==> config.mk <==
export PLATFORM = sky130hd
export DESIGN_NAME = alu_operand_collector
export DESIGN_NICKNAME = d
export VERILOG_FILES = /design/src/rtl/alu_issue_pkg.sv /design/src/rtl/alu_oc_channel.sv /design/src/rtl/alu_operand_collector.sv
export SDC_FILE = /design/constraint.sdc
export NUM_CORES = 1
export LEC_CHECK = 0
export ABC_AREA = 1
export ABC_CLOCK_PERIOD_IN_PS = 8000
export BUFFER_PORTS_ARGS = -buffer_cell sky130_fd_sc_hd__buf_2
export CAP_MARGIN = 40
export CELL_PAD_IN_SITES_DETAIL_PLACEMENT = 0
export CELL_PAD_IN_SITES_GLOBAL_PLACEMENT = 2
export CORE_AREA = 2 2 265 267
export DETAILED_ROUTE_END_ITERATION = 8
export DIE_AREA = 0 0 267 269
export MAX_ROUTING_LAYER = met4
export PLACE_DENSITY_LB_ADDON = 0.1
export SLEW_MARGIN = 0
export SYNTH_ARGS = -nofsm -noshare
export SYNTH_HDL_FRONTEND = slang
export SYNTH_SLANG_ARGS = --single-unit
==> constraint.sdc <==
create_clock -name clk -period 8 [get_ports clk]
set_clock_uncertainty 0.05 [all_clocks]
set_input_delay 0 -clock clk [delete_from_list [all_inputs] [get_ports clk]]
set_output_delay 0 -clock clk [all_outputs]
set_load 0.1 [all_outputs]
==> src/rtl/alu_issue_pkg.sv <==
// Shared types and constants for the ALU operand collector.
//   src_sel_e  : where a source operand comes from (immediate, GRF, bypass)
//   fsm_e      : operand collector control states
//   NO_DEP_TAG : wide all-ones; compare its low TAG_W bits for "no dependency"
//   RS_IDX_W   : GRF register index width
package alu_issue_pkg;

  localparam int unsigned RS_IDX_W = 5;

  // Wider than any sensible tag; users slice [TAG_W-1:0].
  localparam logic [31:0] NO_DEP_TAG = '1;

  typedef enum logic [1:0] {SRC_IMM, SRC_GRF, SRC_BYP} src_sel_e;

  typedef enum logic [1:0] {IDLE, LOAD, REQ, ISSUE} fsm_e;

  function automatic src_sel_e selectSrc(input logic useImm, input logic noDep);
    if (useImm) begin
      return SRC_IMM;
    end else if (noDep) begin
      return SRC_GRF;
    end
    return SRC_BYP;
  endfunction

endpackage

==> src/rtl/alu_oc_channel.sv <==
// One operand channel of the collector: picks the source at head load, issues a
// GRF or bypass request, captures the matching response into the operand register.
// Ports:
//   clk, rstn, flush        : clock, async active-low reset, sync flush
//   load                    : latch head fields this cycle
//   useImm/rsIdx/depTag/imm : head instruction fields for this channel
//   grfReq*/grfRsp*         : GRF request (valid/ready) and response
//   bypReq*/bypRsp*         : bypass request (valid/ready) and response
//   doneNow                 : operand ready, including a capture happening this cycle
//   drain                   : waiting to swallow a response orphaned by flush
//   operand                 : collected operand value
module alu_oc_channel
  import alu_issue_pkg::*;
#(
  parameter int unsigned DATA_W = 32,
  parameter int unsigned TAG_W  = 4
) (
  input  logic                clk,
  input  logic                rstn,
  input  logic                flush,
  input  logic                load,
  input  logic                useImm,
  input  logic [RS_IDX_W-1:0] rsIdx,
  input  logic [TAG_W-1:0]    depTag,
  input  logic [DATA_W-1:0]   imm,
  output logic                grfReqValid,
  input  logic                grfReqReady,
  output logic [RS_IDX_W-1:0] grfReqIdx,
  input  logic                grfRspValid,
  input  logic [DATA_W-1:0]   grfRspData,
  output logic                bypReqValid,
  input  logic                bypReqReady,
  output logic [TAG_W-1:0]    bypReqTag,
  input  logic                bypRspValid,
  input  logic [DATA_W-1:0]   bypRspData,
  output logic                doneNow,
  output logic                drain,
  output logic [DATA_W-1:0]   operand
);

  src_sel_e            srcQ;
  logic [RS_IDX_W-1:0] idxQ;
  logic [TAG_W-1:0]    tagQ;
  logic                reqPendQ, rspPendQ, doneQ, drainQ;
  logic [DATA_W-1:0]   operandQ;

  src_sel_e          loadSrc;
  logic              reqReady, rspValid, accept, outstanding, capture;
  logic [DATA_W-1:0] rspData;

  assign loadSrc = selectSrc(useImm, depTag == NO_DEP_TAG[TAG_W-1:0]);

  // Only the selected source's handshake and response are seen by this channel.
  always_comb begin
    reqReady = 1'b0;
    rspValid = 1'b0;
    rspData  = grfRspData;
    case (srcQ)
      SRC_GRF: begin
        reqReady = grfReqReady;
        rspValid = grfRspValid;
        rspData  = grfRspData;
      end
      SRC_BYP: begin
        reqReady = bypReqReady;
        rspValid = bypRspValid;
        rspData  = bypRspData;
      end
      default: ;
    endcase
  end

  assign accept      = reqPendQ & reqReady;
  // A response may arrive in the same cycle as its request is accepted.
  assign outstanding = rspPendQ | accept;
  assign capture     = outstanding & rspValid;

  always_ff @(posedge clk or negedge rstn) begin
    if (!rstn) begin
      srcQ     <= SRC_IMM;
      idxQ     <= '0;
      tagQ     <= '0;
      reqPendQ <= 1'b0;
      rspPendQ <= 1'b0;
      doneQ    <= 1'b0;
      drainQ   <= 1'b0;
      operandQ <= '0;
    end else if (flush) begin
      reqPendQ <= 1'b0;
      rspPendQ <= 1'b0;
      doneQ    <= 1'b0;
      // An accepted request will still answer; remember to swallow it.
      drainQ   <= (outstanding | drainQ) & ~rspValid;
    end else if (load) begin
      srcQ     <= loadSrc;
      idxQ     <= rsIdx;
      tagQ     <= depTag;
      reqPendQ <= (loadSrc != SRC_IMM);
      rspPendQ <= 1'b0;
      doneQ    <= (loadSrc == SRC_IMM);
      if (loadSrc == SRC_IMM) begin
        operandQ <= imm;
      end
    end else begin
      if (accept) begin
        reqPendQ <= 1'b0;
      end
      rspPendQ <= outstanding & ~rspValid;
      if (capture) begin
        operandQ <= rspData;
        doneQ    <= 1'b1;
      end
      if (drainQ && rspValid) begin
        drainQ <= 1'b0;
      end
    end
  end

  assign grfReqValid = reqPendQ & (srcQ == SRC_GRF);
  assign bypReqValid = reqPendQ & (srcQ == SRC_BYP);
  assign grfReqIdx   = idxQ;
  assign bypReqTag   = tagQ;
  assign doneNow     = doneQ | capture;
  assign drain       = drainQ;
  assign operand     = operandQ;

endmodule

==> src/rtl/alu_operand_collector.sv <==
// ALU operand collector: queues decoded instructions, gathers NSRC operands for the
// head from immediate, GRF or bypass in parallel, then issues the bundle to EXE.
// Ports:
//   clk, rstn, flush                 : clock, async active-low reset, sync flush
//   in_valid/in_ready, in_*          : instruction push from issue
//   grf_req_*/grf_rsp_*              : per-channel GRF read request/response
//   byp_req_*/byp_rsp_*              : per-channel bypass request/response
//   exe_valid/exe_ready, exe_*       : issued instruction and operand vector
module alu_operand_collector
  import alu_issue_pkg::*;
#(
  parameter int unsigned INSTR_W = 115,
  parameter int unsigned DATA_W  = 32,
  parameter int unsigned NSRC    = 2,
  parameter int unsigned TAG_W   = 4,
  parameter int unsigned DEPTH   = 2
) (
  input  logic                       clk,
  input  logic                       rstn,
  input  logic                       flush,
  input  logic                       in_valid,
  output logic                       in_ready,
  input  logic [INSTR_W-1:0]         in_instr,
  input  logic [NSRC*RS_IDX_W-1:0]   in_rs_idx,
  input  logic [NSRC*TAG_W-1:0]      in_dep_tag,
  input  logic [NSRC-1:0]            in_use_imm,
  input  logic [DATA_W-1:0]          in_imm,
  output logic [NSRC-1:0]            grf_req_valid,
  input  logic [NSRC-1:0]            grf_req_ready,
  output logic [NSRC*RS_IDX_W-1:0]   grf_req_idx,
  input  logic [NSRC-1:0]            grf_rsp_valid,
  input  logic [NSRC*DATA_W-1:0]     grf_rsp_data,
  output logic [NSRC-1:0]            byp_req_valid,
  input  logic [NSRC-1:0]            byp_req_ready,
  output logic [NSRC*TAG_W-1:0]      byp_req_tag,
  input  logic [NSRC-1:0]            byp_rsp_valid,
  input  logic [NSRC*DATA_W-1:0]     byp_rsp_data,
  output logic                       exe_valid,
  input  logic                       exe_ready,
  output logic [INSTR_W-1:0]         exe_instr,
  output logic [NSRC*DATA_W-1:0]     exe_operands
);

  localparam int unsigned PTR_W = (DEPTH > 1) ? $clog2(DEPTH) : 1;
  localparam int unsigned CNT_W = $clog2(DEPTH) + 1;

  logic [INSTR_W-1:0]       qInstr  [DEPTH];
  logic [NSRC*RS_IDX_W-1:0] qRsIdx  [DEPTH];
  logic [NSRC*TAG_W-1:0]    qDepTag [DEPTH];
  logic [NSRC-1:0]          qUseImm [DEPTH];
  logic [DATA_W-1:0]        qImm    [DEPTH];

  logic [PTR_W-1:0]   wrPtrQ, rdPtrQ;
  logic [CNT_W-1:0]   countQ, countD;
  fsm_e               stateQ, stateD;
  logic [INSTR_W-1:0] instrQ;
  logic               push, pop, load, full, empty;
  logic [NSRC-1:0]    chDone, chDrain;

  function automatic logic [PTR_W-1:0] ptrInc(input logic [PTR_W-1:0] p);
    return (p == PTR_W'(DEPTH - 1)) ? '0 : p + 1'b1;
  endfunction

  assign full     = (countQ == CNT_W'(DEPTH));
  assign empty    = (countQ == '0);
  assign in_ready = ~full;
  assign push     = in_valid & in_ready & ~flush;
  assign pop      = (stateQ == ISSUE) & exe_ready & ~flush;
  assign load     = (stateQ == LOAD) & ~flush;

  always_comb begin
    countD = countQ + CNT_W'(push) - CNT_W'(pop);
    if (flush) begin
      countD = '0;
    end
  end

  always_ff @(posedge clk or negedge rstn) begin
    if (!rstn) begin
      wrPtrQ <= '0;
      rdPtrQ <= '0;
      countQ <= '0;
    end else if (flush) begin
      wrPtrQ <= '0;
      rdPtrQ <= '0;
      countQ <= '0;
    end else begin
      if (push) begin
        wrPtrQ <= ptrInc(wrPtrQ);
      end
      if (pop) begin
        rdPtrQ <= ptrInc(rdPtrQ);
      end
      countQ <= countD;
    end
  end

  // Storage needs no reset; occupancy decides what is valid.
  always_ff @(posedge clk) begin
    if (push) begin
      qInstr[wrPtrQ]  <= in_instr;
      qRsIdx[wrPtrQ]  <= in_rs_idx;
      qDepTag[wrPtrQ] <= in_dep_tag;
      qUseImm[wrPtrQ] <= in_use_imm;
      qImm[wrPtrQ]    <= in_imm;
    end
  end

  always_comb begin
    stateD = stateQ;
    if (flush) begin
      stateD = IDLE;
    end else begin
      case (stateQ)
        IDLE:    if (!empty && (chDrain == '0)) stateD = LOAD;
        // All-immediate instructions have nothing to fetch.
        LOAD:    stateD = (&qUseImm[rdPtrQ]) ? ISSUE : REQ;
        REQ:     if (&chDone) stateD = ISSUE;
        ISSUE:   if (exe_ready) stateD = (countD != '0) ? LOAD : IDLE;
        default: stateD = IDLE;
      endcase
    end
  end

  always_ff @(posedge clk or negedge rstn) begin
    if (!rstn) begin
      stateQ <= IDLE;
      instrQ <= '0;
    end else begin
      stateQ <= stateD;
      if (load) begin
        instrQ <= qInstr[rdPtrQ];
      end
    end
  end

  for (genvar i = 0; i < NSRC; i++) begin : gChan
    alu_oc_channel #(
      .DATA_W(DATA_W),
      .TAG_W (TAG_W)
    ) uChan (
      .clk        (clk),
      .rstn       (rstn),
      .flush      (flush),
      .load       (load),
      .useImm     (qUseImm[rdPtrQ][i]),
      .rsIdx      (qRsIdx[rdPtrQ][i*RS_IDX_W +: RS_IDX_W]),
      .depTag     (qDepTag[rdPtrQ][i*TAG_W +: TAG_W]),
      .imm        (qImm[rdPtrQ]),
      .grfReqValid(grf_req_valid[i]),
      .grfReqReady(grf_req_ready[i]),
      .grfReqIdx  (grf_req_idx[i*RS_IDX_W +: RS_IDX_W]),
      .grfRspValid(grf_rsp_valid[i]),
      .grfRspData (grf_rsp_data[i*DATA_W +: DATA_W]),
      .bypReqValid(byp_req_valid[i]),
      .bypReqReady(byp_req_ready[i]),
      .bypReqTag  (byp_req_tag[i*TAG_W +: TAG_W]),
      .bypRspValid(byp_rsp_valid[i]),
      .bypRspData (byp_rsp_data[i*DATA_W +: DATA_W]),
      .doneNow    (chDone[i]),
      .drain      (chDrain[i]),
      .operand    (exe_operands[i*DATA_W +: DATA_W])
    );
  end

  assign exe_valid = (stateQ == ISSUE);
  assign exe_instr = instrQ;

endmodule

; Word-level counts from Yosys, hierarchy flattened
; Memory sizes are Yosys's and may differ from the RTL's. A register that Yosys moved wholly into a read port is not among the register bits.
; Cells that the tools add are included.
[totals]
register_bits = 90
ramBits = 334
output_inout_bits = 203
wordCells = 163
mem_count = 5
[op_classes]
add_sub_neg = 4
eq_ne = 16
mux = 61
n_bitwise = 27
reduce_logical = 32
[mem_list]
columns = memory, words, width, rd, rd_ports_with_merged_regs, write_ports, line_no
row1 = qInstr, 2, 115, 1, 1, 1, alu_operand_collector.sv:47  ; logic [INSTR_W-1:0] qInstr [DEPTH];
row2 = qImm, 2, 32, 1, 0, 1, alu_operand_collector.sv:51  ; logic [DATA_W-1:0] qImm [DEPTH];
row3 = qRsIdx, 2, 10, 1, 1, 1, alu_operand_collector.sv:48  ; logic [NSRC*RS_IDX_W-1:0] qRsIdx [DEPTH];
row4 = qDepTag, 2, 8, 1, 0, 1, alu_operand_collector.sv:49  ; logic [NSRC*TAG_W-1:0] qDepTag [DEPTH];
row5 = qUseImm, 2, 2, 1, 0, 1, alu_operand_collector.sv:50  ; logic [NSRC-1:0] qUseImm [DEPTH];
[ops]
columns = op, n
row1 = 32-bit 2-to-1 mux, 8
row2 = 1-bit 2-to-1 mux, 36
row3 = 2-bit 2-to-1 mux, 12
row4 = 2-bit nonzero test, 9
row5 = 1-bit bitwise AND, 17
row6 = 3-bit nonzero test, 4
row7 = "2-bit == test, second input constant", 5
row8 = 2-bit logical NOT, 5
row9 = 2-bit AND reduction, 5
row10 = 3-bit AND reduction, 3
row11 = "4-bit == test, second input constant", 2
row12 = 1-bit case mux with 2 select lines, 4
row13 = 2-bit case mux with 4 select lines, 1
row14 = "2-bit by 1-bit == test with 1-bit output, second input constant", 3
row15 = "3-bit != test, second input constant", 2
row16 = 1-bit OR, 6
row17 = "2-bit != test, second input constant", 2
row18 = 1-bit inverter, 4
row19 = 1-bit logical AND, 3
row20 = 1-bit logical NOT, 3
row21 = "3-bit by 2-bit != test with 1-bit output, second input constant", 1
row22 = "1-bit adder, second input constant", 2
row23 = 2-bit by 1-bit adder with 2-bit output, 1
row24 = "2-bit by 1-bit != test with 1-bit output, second input constant", 1
row25 = 2-bit by 1-bit subtractor with 2-bit output, 1

; Depth between registers and ports, before layout
[logic_depth]
depth_word = 12
ltp_mapped = 15

; Cells and area by module
; Synthesis repeated with hierarchy kept, for this count alone.
[unflattened]
hier_cells = 1989
area_unflattened_um2 = 21724.6
[modules_own_cells]
columns = module, instances, cells_each, area_per_inst_um2, seq_area_each_um2
row1 = alu_operand_collector, 1, 1191, 16266.9, 13057.5
row2 = alu_oc_channel, 2, 399, 2728.9, 1176.1

; Least setup slack after synthesis
; OpenSTA, ideal clock, no wires.
[synth_timing]
path_kind = register -> register
start = register countQ[1]
end = memory qDepTag[0][0] (netlist bit) (enable)
arrival_time_ns = 8.138
setup_slack_ns = -0.884
path_stages_with_launch = 7
n_path_buf = 0
synth_period_minus_slack_ns = 8.884
cell_sequence = dfrtp_1 > inv_1 > or2_2 > nand2_1 > inv_1 > nand2_1 > nor2_1
[synth_via]
elab_chain_len = 6
[synth_lines]
columns = item, line_no
row1 = "start, declared", alu_operand_collector.sv:54  ; logic [CNT_W-1:0] countQ, countD;
row2 = "start signal, assigned", alu_operand_collector.sv:94  ; countQ <= countD;
row3 = 2-bit == test, alu_operand_collector.sv:64  ; assign full = (countQ == CNT_W'(DEPTH));
row4 = 1-bit inverter, alu_operand_collector.sv:66  ; assign in_ready = ~full;
row5 = via in_ready, alu_operand_collector.sv:22  ; output logic in_ready,
row6 = 1-bit bitwise AND (2 in a row), alu_operand_collector.sv:67  ; assign push = in_valid & in_ready & ~flush;
row7 = 1-bit 2-to-1 mux, alu_operand_collector.sv:100  ; if (push) begin
row8 = 1-bit 2-to-1 mux (not written as such), alu_operand_collector.sv:103  ; qDepTag[wrPtrQ] <= in_dep_tag;
row9 = "end, declared", alu_operand_collector.sv:49
; The timed path passes the listed nets, and every way through them passes these cells.

; Final worst setup path
[layout_timing]
start = register stateQ[1]
end = register gChan[0].uChan.operandQ[23]
[layout_via]
elab_chain_len = 4
[layout_lines]
columns = item, line_no
row1 = "start, declared", alu_operand_collector.sv:55  ; fsm_e stateQ, stateD;
row2 = "start signal, assigned", alu_operand_collector.sv:130  ; stateQ <= stateD;
row3 = 2-bit by 1-bit == test with 1-bit output *, alu_operand_collector.sv:69  ; assign load = (stateQ == LOAD) & ~flush;
row4 = 1-bit bitwise AND *, alu_operand_collector.sv:69
row5 = 2-bit != test (no line) / 2-bit nonzero test (equally long branches), n/a
row6 = 3-bit AND reduction (no line), n/a
row7 = "end signal, assigned", alu_oc_channel.sv:102  ; operandQ <= imm;
row8 = "end signal, assigned", alu_oc_channel.sv:110  ; operandQ <= rspData;
row9 = "end, declared", alu_oc_channel.sv:45  ; logic [DATA_W-1:0] operandQ;
; Every way passes the cells marked *; elsewhere a longest branch is shown, timed or not.
; A chain may end at the register's enable or synchronous reset.

==> out/qor.yml <==
synth:
  synth_nets: 2138
  ys_warn_count: 0
  avgSynthCellArea_sq_um: 11.66
  syn_area_sq_um: 21220
  yosysSeqAreaShare: 0.7262
  ys_types: 32
  synthCells: 1820
  synth-seq-cells: 549
timing:
  setup_viol: 0
  fin_setup_tns_ns: 0
  maxSlewHeadroom: 0.3690
  hold_violations: 11
  timing.fmax_mhz: 279.7
  holdWs_ns: -0.03706
  finalMaxSlewViolations: 0
  timing.final.ws_setup_ns: 4.425
  finalCritPeriodShare: 0.4469
  rsz0062_at_grt: "no"
  tightest_slew_ns: 0.9464
  fin_crit_ns: 3.575
global_routing:
  grt_pass1_vias: 16560
  grt_pass1_wl_um: 103600
  antenna_found_initial: 19
  grt_use_total: 0.1979
  grt_max_degree: 118
  gr-total-overflow: 0
final_layout:
  drive_gt1_frac: 0.2523
  nFillCells: 6675
  fin_nets: 2944
  fin_area_sq_um: 30140
  ff_latch_area_sq_um: 15410
  multi_input_area_sq_um: 4906
  synthToLayoutAreaGrowth_pct: 42.02
run_status:
  violations: "negative hold slack"
  status: "complete, but fails checks"
placement:
  placed_cell_area_sq_um: 24790
  portBuffers: 510
  gp_congestion: 0.8013
  pre_cts_ws_ns: 4.408
  hpwl_um: 44610
min_path:
  hold_class: "input port to async pin"
worst_setup_path:
  r2r-start: "stateQ[1]$_DFFE_PN0P_"
  crit_type: "register to register"
  cp.required_ns: 8.45
  rrSetupSlack_ns: 4.43
  cp-end-kind: "register"
  cp-start-kind: "register"
  r2r_cells: 10
  rr_endpoint: "gChan[0].uChan.operand[23]$_DFFE_PN0P_"
  crit_arrival_ns: 4.02
  worstPathMaxFanout: 112
power:
  p_sw_frac: 0.4986
  leakagePower_nw: 12.39
  power.density_nw_per_um2: 441.9
  vdd_drop_max_mv: 0.3631
  clkPwrFrac: 0.230
  p_int_mw: 6.678
  combPwrFrac: 0.476
  seqPwrFrac: 0.294
  p_sw_mw: 6.639
floorplanning:
  die_height_um: 269
  die_w_um: 267
  ioPinCount: 511
  core-area_sq_um: 69300
  die-area_sq_um: 71820
  core.rowCount: 97
  initial_core_util: 0.3062
clock_network:
  numCtsBuffers: 66
  cts_root_buffer: "clkbuf_16"
  cts.sinks: 549
  insertion_delay_ns: 0.59
  post-cts-setup-buffer-count: 0
  clockBufferDepth: 3
  cts_tree: "built"
  cts.clk_slew.worst_paths_ns: 0.06
  htreeDepth: 3
routing:
  drc: 0
  drt_iter0_drc: 886
  vias: 16340
  via_per_inst: 4.493
  routed_wl_um: 70750
  ant_nets: 0
  drt_first_pass_iters: 5
  wl_per_cell_um: 19.46
run:
  drv_cap: 0
==> layout make-up <==
class | instances | area share
inverter | 102 | 0.01295
tap | 940 | 0.03903
multi-input combinational | 1060 | 0.1628
sequential | 549 | 0.5114
timing repair buffer | 847 | 0.1989
clock buffer | 98 | 0.06352
clock inverter | 23 | 0.01001
antenna | 17 | 0.001412
==> through the flow <==
step,utilization,cells,total power [mW]
3_5_place_dp,0.3577,3189,9.979
2_1_floorplan,-,1820,8.670
4_1_cts,0.4343,3619,13.47
3_3_place_gp,0.3551,3181,9.936
6_report,0.4349,3636,13.32
5_1_grt,0.4349,3636,13.92
==> kinds of logic (layout without fill, tap and decap cells) <==
family | Yosys count | after routing | share of synthesized area
AO/OA/AOI/OAI | 506 | 506 | 0.1248
adder cells (fa/ha/maj) | 10 | 10 | 0.005896
buffers and inverters | 211 | 1070 | 0.04422
flip-flops | 549 | 549 | 0.7262
multiplexers | 2 | 2 | 0.0009434
other | 0 | 17 | 0
AND/OR/NAND/NOR | 542 | 542 | 0.09799
==> synth_stat cells (all sizes together) <==
master / count / area share
a21boi: 2 / 0.00088
a21oi: 254 / 0.061
and2: 1 / 0.00029
buf: 59 / 0.017
clkbuf: 50 / 0.0088
dfrtp: 215 / 0.25
edfxtp: 334 / 0.47
ha: 10 / 0.0059
inv: 102 / 0.018
mux2i: 2 / 0.00094
nand2: 261 / 0.046
nand3: 6 / 0.0017
nand3b: 2 / 0.00071
nor2: 264 / 0.047
nor3: 2 / 0.00047
nor4: 2 / 0.00059
o21ai: 245 / 0.062
o22ai: 3 / 0.00088
o31ai: 2 / 0.00071
or2: 4 / 0.0012
==> power by group through the flow <==
| stage | Combinational [mW] | Sequential (mW) | Clock (mW) |
|---|---|---|---|
| floorplan | 1.20 | 7.47 | 0 |
| global placement | 5.97 | 3.97 | 0 |
| detailed placement | 6.00 | 3.97 | 0 |
| CTS | 6.39 | 3.93 | 3.15 |
| global route | 6.67 | 3.99 | 3.25 |
| finish | 6.34 | 3.92 | 3.06 |
==> worst max-delay path: stages, from the launching register on <==
cell and delay [ns]:
dfrtp_1 0.41, inv_1 0.09, ha_1 0.28, nand2_8 0.40, inv_4 0.77, and2_1 0.26
inv_2 0.06, nand3_2 0.05, buf_4 0.62, nand2_1 0.15, o21ai_2 0.10
==> layout by cell type, fill, tap and decap left out, types with 6 or more instances in the layout <==
master / n
o21ai_2: 22
o21ai_0: 178
ha_1: 10
edfxtp_1: 334
dlygate4sd3_1: 309
diode_2: 17
clkbuf_8: 10
a21oi_1: 252
dfrtp_1: 214
clkbuf_16: 68
buf_4: 19
nor2_1: 262
inv_1: 98
buf_2: 510
o21ai_1: 45
clkbuf_1: 20
clkinv_2: 8
nand2_1: 259
bufinv_16: 6
==> worst max path at each step <==
stage	from	end	slack [ns]	cells after the start
after floorplan	countQ[1]$_DFF_PN0_	qDepTag[0][0]$_DFFE_PP_	1.91	6
after global placement	stateQ[1]$_DFFE_PN0P_	gChan[0].uChan.doneQ$_DFFE_PN0P_	4.44	9
after detailed placement	stateQ[1]$_DFFE_PN0P_	gChan[0].uChan.doneQ$_DFFE_PN0P_	4.41	9
after CTS	stateQ[1]$_DFFE_PN0P_	gChan[0].uChan.doneQ$_DFFE_PN0P_	4.38	9
after global routing	stateQ[1]$_DFFE_PN0P_	gChan[0].uChan.operand[15]$_DFFE_PN0P_	4.11	10
final	stateQ[1]$_DFFE_PN0P_	gChan[0].uChan.operand[23]$_DFFE_PN0P_	4.43	10
==> timing repair <==
item | CTS | global route
gates resized for setup | 0 | 0
endpoints found under the setup margin | 0 | 0
endpoints found under the hold margin | 527 | 0
hold buffers | 309 | 0
==> metal layers <==
metal,share of wire,global-route usage,up-vias
met5,0,-,-
met4,0.019,0.05011,0
met2,0.49,0.3270,451
met1,0.43,0.2396,7932
li1,-,-,7863
met3,0.067,0.05489,92
==> flip-flops by register name, summed over array words and instances, names as in the netlist <==
name and flops:
qRsIdx 20, gChan.uChan.doneQ 2, gChan.uChan.operand 64, wrPtrQ 1, qImm 64, gChan.uChan.srcQ 4
gChan.uChan.reqPendQ 2, exe_instr 115, gChan.uChan.rspPendQ 2, stateQ 2, rdPtrQ 1, qDepTag 16
qUseImm 4, countQ 2, qInstr 230, gChan.uChan.drain 2, gChan.uChan.grfReqIdx 10, gChan.uChan.bypReqTag 8
Note: power is estimated with default switching activity, not from simulation.
